$ cat config.mk
export PLATFORM = sky130hd
export DESIGN_NAME = qos_arb4_ctrl
export DESIGN_NICKNAME = d
export VERILOG_FILES = /design/src/rtl/qos_arb4_ctrl_pkg.sv /design/src/rtl/qos_arb4_ctrl_prio_enc4.sv /design/src/rtl/qos_arb4_ctrl.sv
export SDC_FILE = /design/constraint.sdc
export NUM_CORES = 1
export LEC_CHECK = 0
export CORE_ASPECT_RATIO = 1.2
export CORE_MARGIN = 2
export CORE_UTILIZATION = 40
export DETAILED_ROUTE_END_ITERATION = 10
export PLACE_DENSITY = 0.87
export RECOVER_POWER = 25
export SYNTH_ARGS = -nofsm -noshare
export SYNTH_HDL_FRONTEND = slang
export SYNTH_SLANG_ARGS = --single-unit
export TNS_END_PERCENT = 20
$ cat constraint.sdc
create_clock -name clk -period 4.7 [get_ports clk]
set_input_delay 1.175 -clock clk [delete_from_list [all_inputs] [get_ports clk]]
set_output_delay 1.175 -clock clk [all_outputs]
set_load 0.02 [all_outputs]
$ cat src/rtl/qos_arb4_ctrl_pkg.sv
// Shared definitions for the four-source QoS arbiter: state encoding, source count and
// default threshold values.
package qos_arb4_ctrl_pkg;

  localparam int unsigned NumSrc  = 4;
  localparam int unsigned SrcIdxW = 2;

  localparam int unsigned DefBajo = 1;
  localparam int unsigned DefAlto = 14;

  typedef enum logic [1:0] {
    StInit   = 2'd0,
    StIdle   = 2'd1,
    StActive = 2'd2,
    StPause  = 2'd3
  } state_e;

endpackage

$ cat src/rtl/qos_arb4_ctrl_prio_enc4.sv
// Fixed-priority encoder over four requests; index 0 wins. Produces a one-hot grant and the
// binary index of the granted request (both zero when nothing requests).
module prio_enc4
  import qos_arb4_ctrl_pkg::*;
(
  input  logic [NumSrc-1:0]  req_i,
  output logic [NumSrc-1:0]  gnt_o,
  output logic [SrcIdxW-1:0] idx_o
);

  always_comb begin
    gnt_o = '0;
    idx_o = '0;
    // Walk from the lowest priority upward so the last hit is the lowest index.
    for (int i = NumSrc - 1; i >= 0; i--) begin
      if (req_i[i]) begin
        gnt_o    = '0;
        gnt_o[i] = 1'b1;
        idx_o    = SrcIdxW'(i);
      end
    end
  end

endmodule

$ cat src/rtl/qos_arb4_ctrl.sv
// Four-source QoS arbiter: drains source FIFOs by fixed priority into one destination FIFO,
// throttled by destination fill level with almost-full / almost-empty hysteresis.
module qos_arb4_ctrl
  import qos_arb4_ctrl_pkg::*;
#(
  parameter int unsigned BW       = 6,
  parameter int unsigned LEN      = 16,
  parameter int unsigned DEF_BAJO = DefBajo,
  parameter int unsigned DEF_ALTO = DefAlto
) (
  input  logic                 clk,
  input  logic                 reset_L,
  input  logic                 init,
  input  logic [LEN-1:0]       umbral_bajo_in,
  input  logic [LEN-1:0]       umbral_alto_in,
  input  logic [NumSrc-1:0]    src_empty,
  input  logic [NumSrc*BW-1:0] src_data,
  input  logic                 dst_full,
  input  logic                 dst_almost_full,
  input  logic                 dst_almost_empty,
  input  logic                 dst_empty,
  output logic [NumSrc-1:0]    src_rd,
  output logic                 dst_wr,
  output logic [BW-1:0]        dst_data,
  output logic [LEN-1:0]       umbral_bajo,
  output logic [LEN-1:0]       umbral_alto,
  output logic [1:0]           state,
  output logic                 idle
);

  state_e               state_q, state_d;
  logic [LEN-1:0]       bajo_q, bajo_d;
  logic [LEN-1:0]       alto_q, alto_d;
  logic                 dst_wr_q;
  logic [BW-1:0]        dst_data_q, dst_data_d;

  logic [NumSrc-1:0]    src_req;
  logic [NumSrc-1:0]    gnt;
  logic [SrcIdxW-1:0]   gnt_idx;
  logic                 rd_en;
  logic                 rd_any;
  logic [BW-1:0]        rd_word;

  assign src_req = ~src_empty;

  prio_enc4 u_prio_enc4 (
    .req_i (src_req),
    .gnt_o (gnt),
    .idx_o (gnt_idx)
  );

  // Reads stop in the same cycle the destination reports almost-full, leaving headroom for
  // the one word already in the pipeline.
  assign rd_en  = (state_q == StActive) && !dst_almost_full && !dst_full;
  assign src_rd = rd_en ? gnt : '0;
  assign rd_any = |src_rd;

  always_comb begin
    rd_word = '0;
    for (int unsigned i = 0; i < NumSrc; i++) begin
      if (gnt_idx == SrcIdxW'(i)) begin
        rd_word = src_data[i*BW +: BW];
      end
    end
  end

  always_comb begin
    state_d = state_q;
    if (init) begin
      state_d = StInit;
    end else begin
      case (state_q)
        StInit: state_d = StIdle;
        StIdle: begin
          if (!(&src_empty)) state_d = StActive;
        end
        StActive: begin
          if (dst_almost_full || dst_full) begin
            state_d = StPause;
          end else if (&src_empty) begin
            state_d = StIdle;
          end
        end
        StPause: begin
          if ((dst_almost_empty || dst_empty) && !dst_full) state_d = StActive;
        end
        default: state_d = StInit;
      endcase
    end
  end

  always_comb begin
    bajo_d     = bajo_q;
    alto_d     = alto_q;
    dst_data_d = dst_data_q;
    if (state_q == StInit) begin
      bajo_d = umbral_bajo_in;
      alto_d = umbral_alto_in;
    end
    if (rd_any) begin
      dst_data_d = rd_word;
    end
  end

  always_ff @(posedge clk or negedge reset_L) begin
    if (!reset_L) begin
      state_q    <= StInit;
      bajo_q     <= LEN'(DEF_BAJO);
      alto_q     <= LEN'(DEF_ALTO);
      dst_wr_q   <= 1'b0;
      dst_data_q <= '0;
    end else begin
      state_q    <= state_d;
      bajo_q     <= bajo_d;
      alto_q     <= alto_d;
      dst_wr_q   <= rd_any;
      dst_data_q <= dst_data_d;
    end
  end

  assign dst_wr      = dst_wr_q;
  assign dst_data    = dst_data_q;
  assign umbral_bajo = bajo_q;
  assign umbral_alto = alto_q;
  assign state       = state_q;
  assign idle        = (state_q == StIdle) && !dst_wr_q;

endmodule
==> reports/qor.txt <==
Final wirelength: 5160 µm
CP delay by family, top: buffers and inverters
PwrDens: 360 nW/µm²
Placed Area: 3050 µm²
Clock slew at reported path FFs: 0.07 ns
Largest net degree at the start of global routing: 42
Die Area: 5290 µm²
Startpoint Class: primary input
Crit share post-route: 90.5%
Critical Path AT: 3.08 ns
# fillers: 337
Rows: 27
Number of synthesized register bits: 41
Routed wl met3: 631 µm
Synth-to-Final Area Change: 66.0%
Root Driver: clkbuf_8
Placed Instances: 320
Remaining antenna violation count: 0
Final setup viols: 0
Final min period: 4.25 ns
DIE HEIGHT: 79.3 µm
Max clock buf depth: 2
Mean post-synth cell area: 12.2 µm²
Critical-path cell list: clkdlybuf4s50_1 > inv_1 > or3_1 > nor2_1 > clkdlybuf4s50_1
Kind of critical path: primary input to primary output
Final net count: 336
Crit. End Element: primary output
Mapped cell area: 1890 µm²
Run status: finished with violations
Mapped Nets: 222
DP HPWL: 4140 µm
TNS Setup: 0 ns
Hold WS: 0.509 ns
Max cap viols: 1
Via count: 1,659
Io pins: 113
Core ar.: 4560 µm²
Final Non-Filler Cells: 328
Failing checks: capacitance limit, slew limit
TritonCTS clock tree: built
Initial drt markers: 44
Tightest Hold Check Type: flip-flop to flip-flop
Design area: 3140 µm²
RSZ-0062 raised after global routing: false
Slew headroom: -41.4%
CP Max Fanout: 8
Initial antenna violation count: 0
DRT met1 WL: 1960 µm
Post-Synthesis Cells: 155
Placer congestion estimate: 0.729
Crit path buf inv count: 3
Vias in the first global route: 1,693
Leak Pwr: 1.25 nW
F_max: 235 MHz
DR WL met2: 2440 µm
Max IR drop VDD: 150 µV
Routed len/inst: 15.7 µm
Ant. Diodes: 0
Ys Warns: 0
# hold bufs at CTS: 0
Port bufs: 112
Residual DRC count: 0
Post-synth top area share: 49.0%
DR top layer: met4
Cts bufs inserted: 5
# H-tree levels: 2
CP max-delay cell: clkdlybuf4s50_1
Fin Clk Skew: 0.00417 ns
Top cell by count, worst path: clkdlybuf4s50_1
First-pass GRT wire length: 8190 µm
Worst-margin pin slew: 2.12 ns
Skew-Pair Late Insertion Delay: 0.28 ns
Yosys top cell by area: dfrtp_1
CTS resizes: 0
CP max stage delay: 0.61 ns
Width of the die: 66.7 µm
Initial Util: 41.4%
Layout cells sized above 1: 18.9%
First-pass iteration count of the detailed router: 4
Vias per cell: 5.06
Hold Vio Cnt, Final: 0
GRT Overall Usage: 20.8%
Synth unique cells: 28
Max-slew violation count: 42
Clock Sinks: 41
Post-CTS Setup Inserts: 0
Ranking of synthesized cells by area: dfrtp_1 (49%), mux2_2 (19%), dfstp_2 (5.6%)
Register area share after synthesis: 54.6%
Worst EP required: 3.52 ns
Congestion Overflow GR: 0
==> sequential cells by signal (all words and copies together) (netlist names) <==
signal,cells
dst_wr,1
dst_data,6
umbral_bajo,16
umbral_alto,16
state,2
==> layout make-up <==
cell class | count | area (µm²) | share of cell area, %
Clock inverter | 2 | 10.0 | 0.319
Multi-Input combinational cell | 105 | 812 | 25.9
Tap cell | 58 | 72.6 | 2.31
Inverter | 2 | 7.51 | 0.239
Clock buffer | 6 | 72.6 | 2.31
Sequential cell | 41 | 1030 | 32.9
Timing Repair Buffer | 114 | 1130 | 36.0
==> cells by family (layout without fill, tap and decap cells) <==
kind of cell / after synthesis / in the layout / share of synthesized area [%]
compound gates: 30 / 30 / 12.1
flops: 41 / 41 / 54.6
mux: 32 / 32 / 19.1
buf+inv: 9 / 124 / 2.58
simple gates: 43 / 43 / 11.7
==> where the power goes <==
part	internal, mW	leakage, nW	total (mW)	switching (mW)
combinational	0.244	0.730	0.446	0.203
sequential	0.430	0.477	0.469	0.0386
clock	0.103	0.0450	0.213	0.110
total	0.777	1.25	1.13	0.352
==> worst paths after layout <==
kind	start	end	slack [ns]	cells past startpoint
setup / recovery	src_empty[0]	src_rd[3]	0.45	5
hold / removal	umbral_bajo[4]$_DFFE_PN0N_	umbral_bajo[4]$_DFFE_PN0N_	0.51	1
setup reg to reg	state[0]$_DFFE_PN0P_	dst_data[5]$_DFFE_PN0P_	3.01	4
hold reg to reg	umbral_bajo[4]$_DFFE_PN0N_	umbral_bajo[4]$_DFFE_PN0N_	0.51	1
max in group asynchronous	reset_L	state[1]$_DFFE_PN0P_	1.99	1
min in group asynchronous	reset_L	umbral_bajo[13]$_DFFE_PN0N_	1.50	1
==> placed cells by master, fill, tap and decap left out, types with 2 or more instances in the layout <==
master           Yosys  layout
nor2b_1              6       6
o22ai_1              6       6
a21boi_0             6       6
a22o_1               5       5
clkbuf_1             3       2
nand2b_1             3       3
dfrtp_1             37      37
a31oi_2              3       3
a21oi_1              2       2
buf_4                0       2
clkbuf_8             0       5
nor3_1               4       4
a31oi_1              3       3
dlygate4sd3_1        0      27
dfstp_2              4       4
o21ai_0              2       2
clkdlybuf4s50_1      0      84
clkinv_2             0       2
inv_1                2       2
nor2_1              10       9
mux2_2              32      31
nand2_1             13      13
or3_1                2       2
==> stage by stage <==
stage	util (%)	total power, mW	worst slack [ns]
5_1_grt	68.8	1.19	0.303
2_1_floorplan	-	0.686	1.26
6_report	68.8	1.13	0.448
4_1_cts	68.8	1.15	0.453
3_5_place_dp	67.0	0.931	0.451
3_3_place_gp	67.0	0.917	0.487
==> cells in the mapped netlist <==
master / count
a21boi_0: 6
a21o_1: 1
a21oi_1: 2
a22o_1: 5
a31oi_1: 3
a31oi_2: 3
buf_2: 3
buf_8: 1
clkbuf_1: 3
dfrtp_1: 37
dfstp_2: 4
inv_1: 2
mux2_2: 32
nand2_1: 13
nand2b_1: 3
nand3_1: 1
nand4_1: 1
nor2_1: 10
nor2b_1: 6
nor2b_4: 1
nor3_1: 4
nor3b_1: 1
o21ai_0: 2
o21bai_1: 1
o22a_2: 1
o22ai_1: 6
or3_1: 2
or4b_4: 1
==> worst reg2reg max path, stage by stage, from the launching register on <==
cell	delay [ns]
dfrtp_1	0.43
or4b_4	0.59
nor2b_4	0.32
o21ai_0	0.15
o22ai_1	0.12
==> layer usage <==
metal / vias to the layer above / global-route usage, %
met5: - / 0
met4: 0 / 8.57
met3: 10 / 8.50
met1: 768 / 21.9
li1: 780 / -
met2: 101 / 36.2
Note: power is estimated with default switching activity, not from simulation.
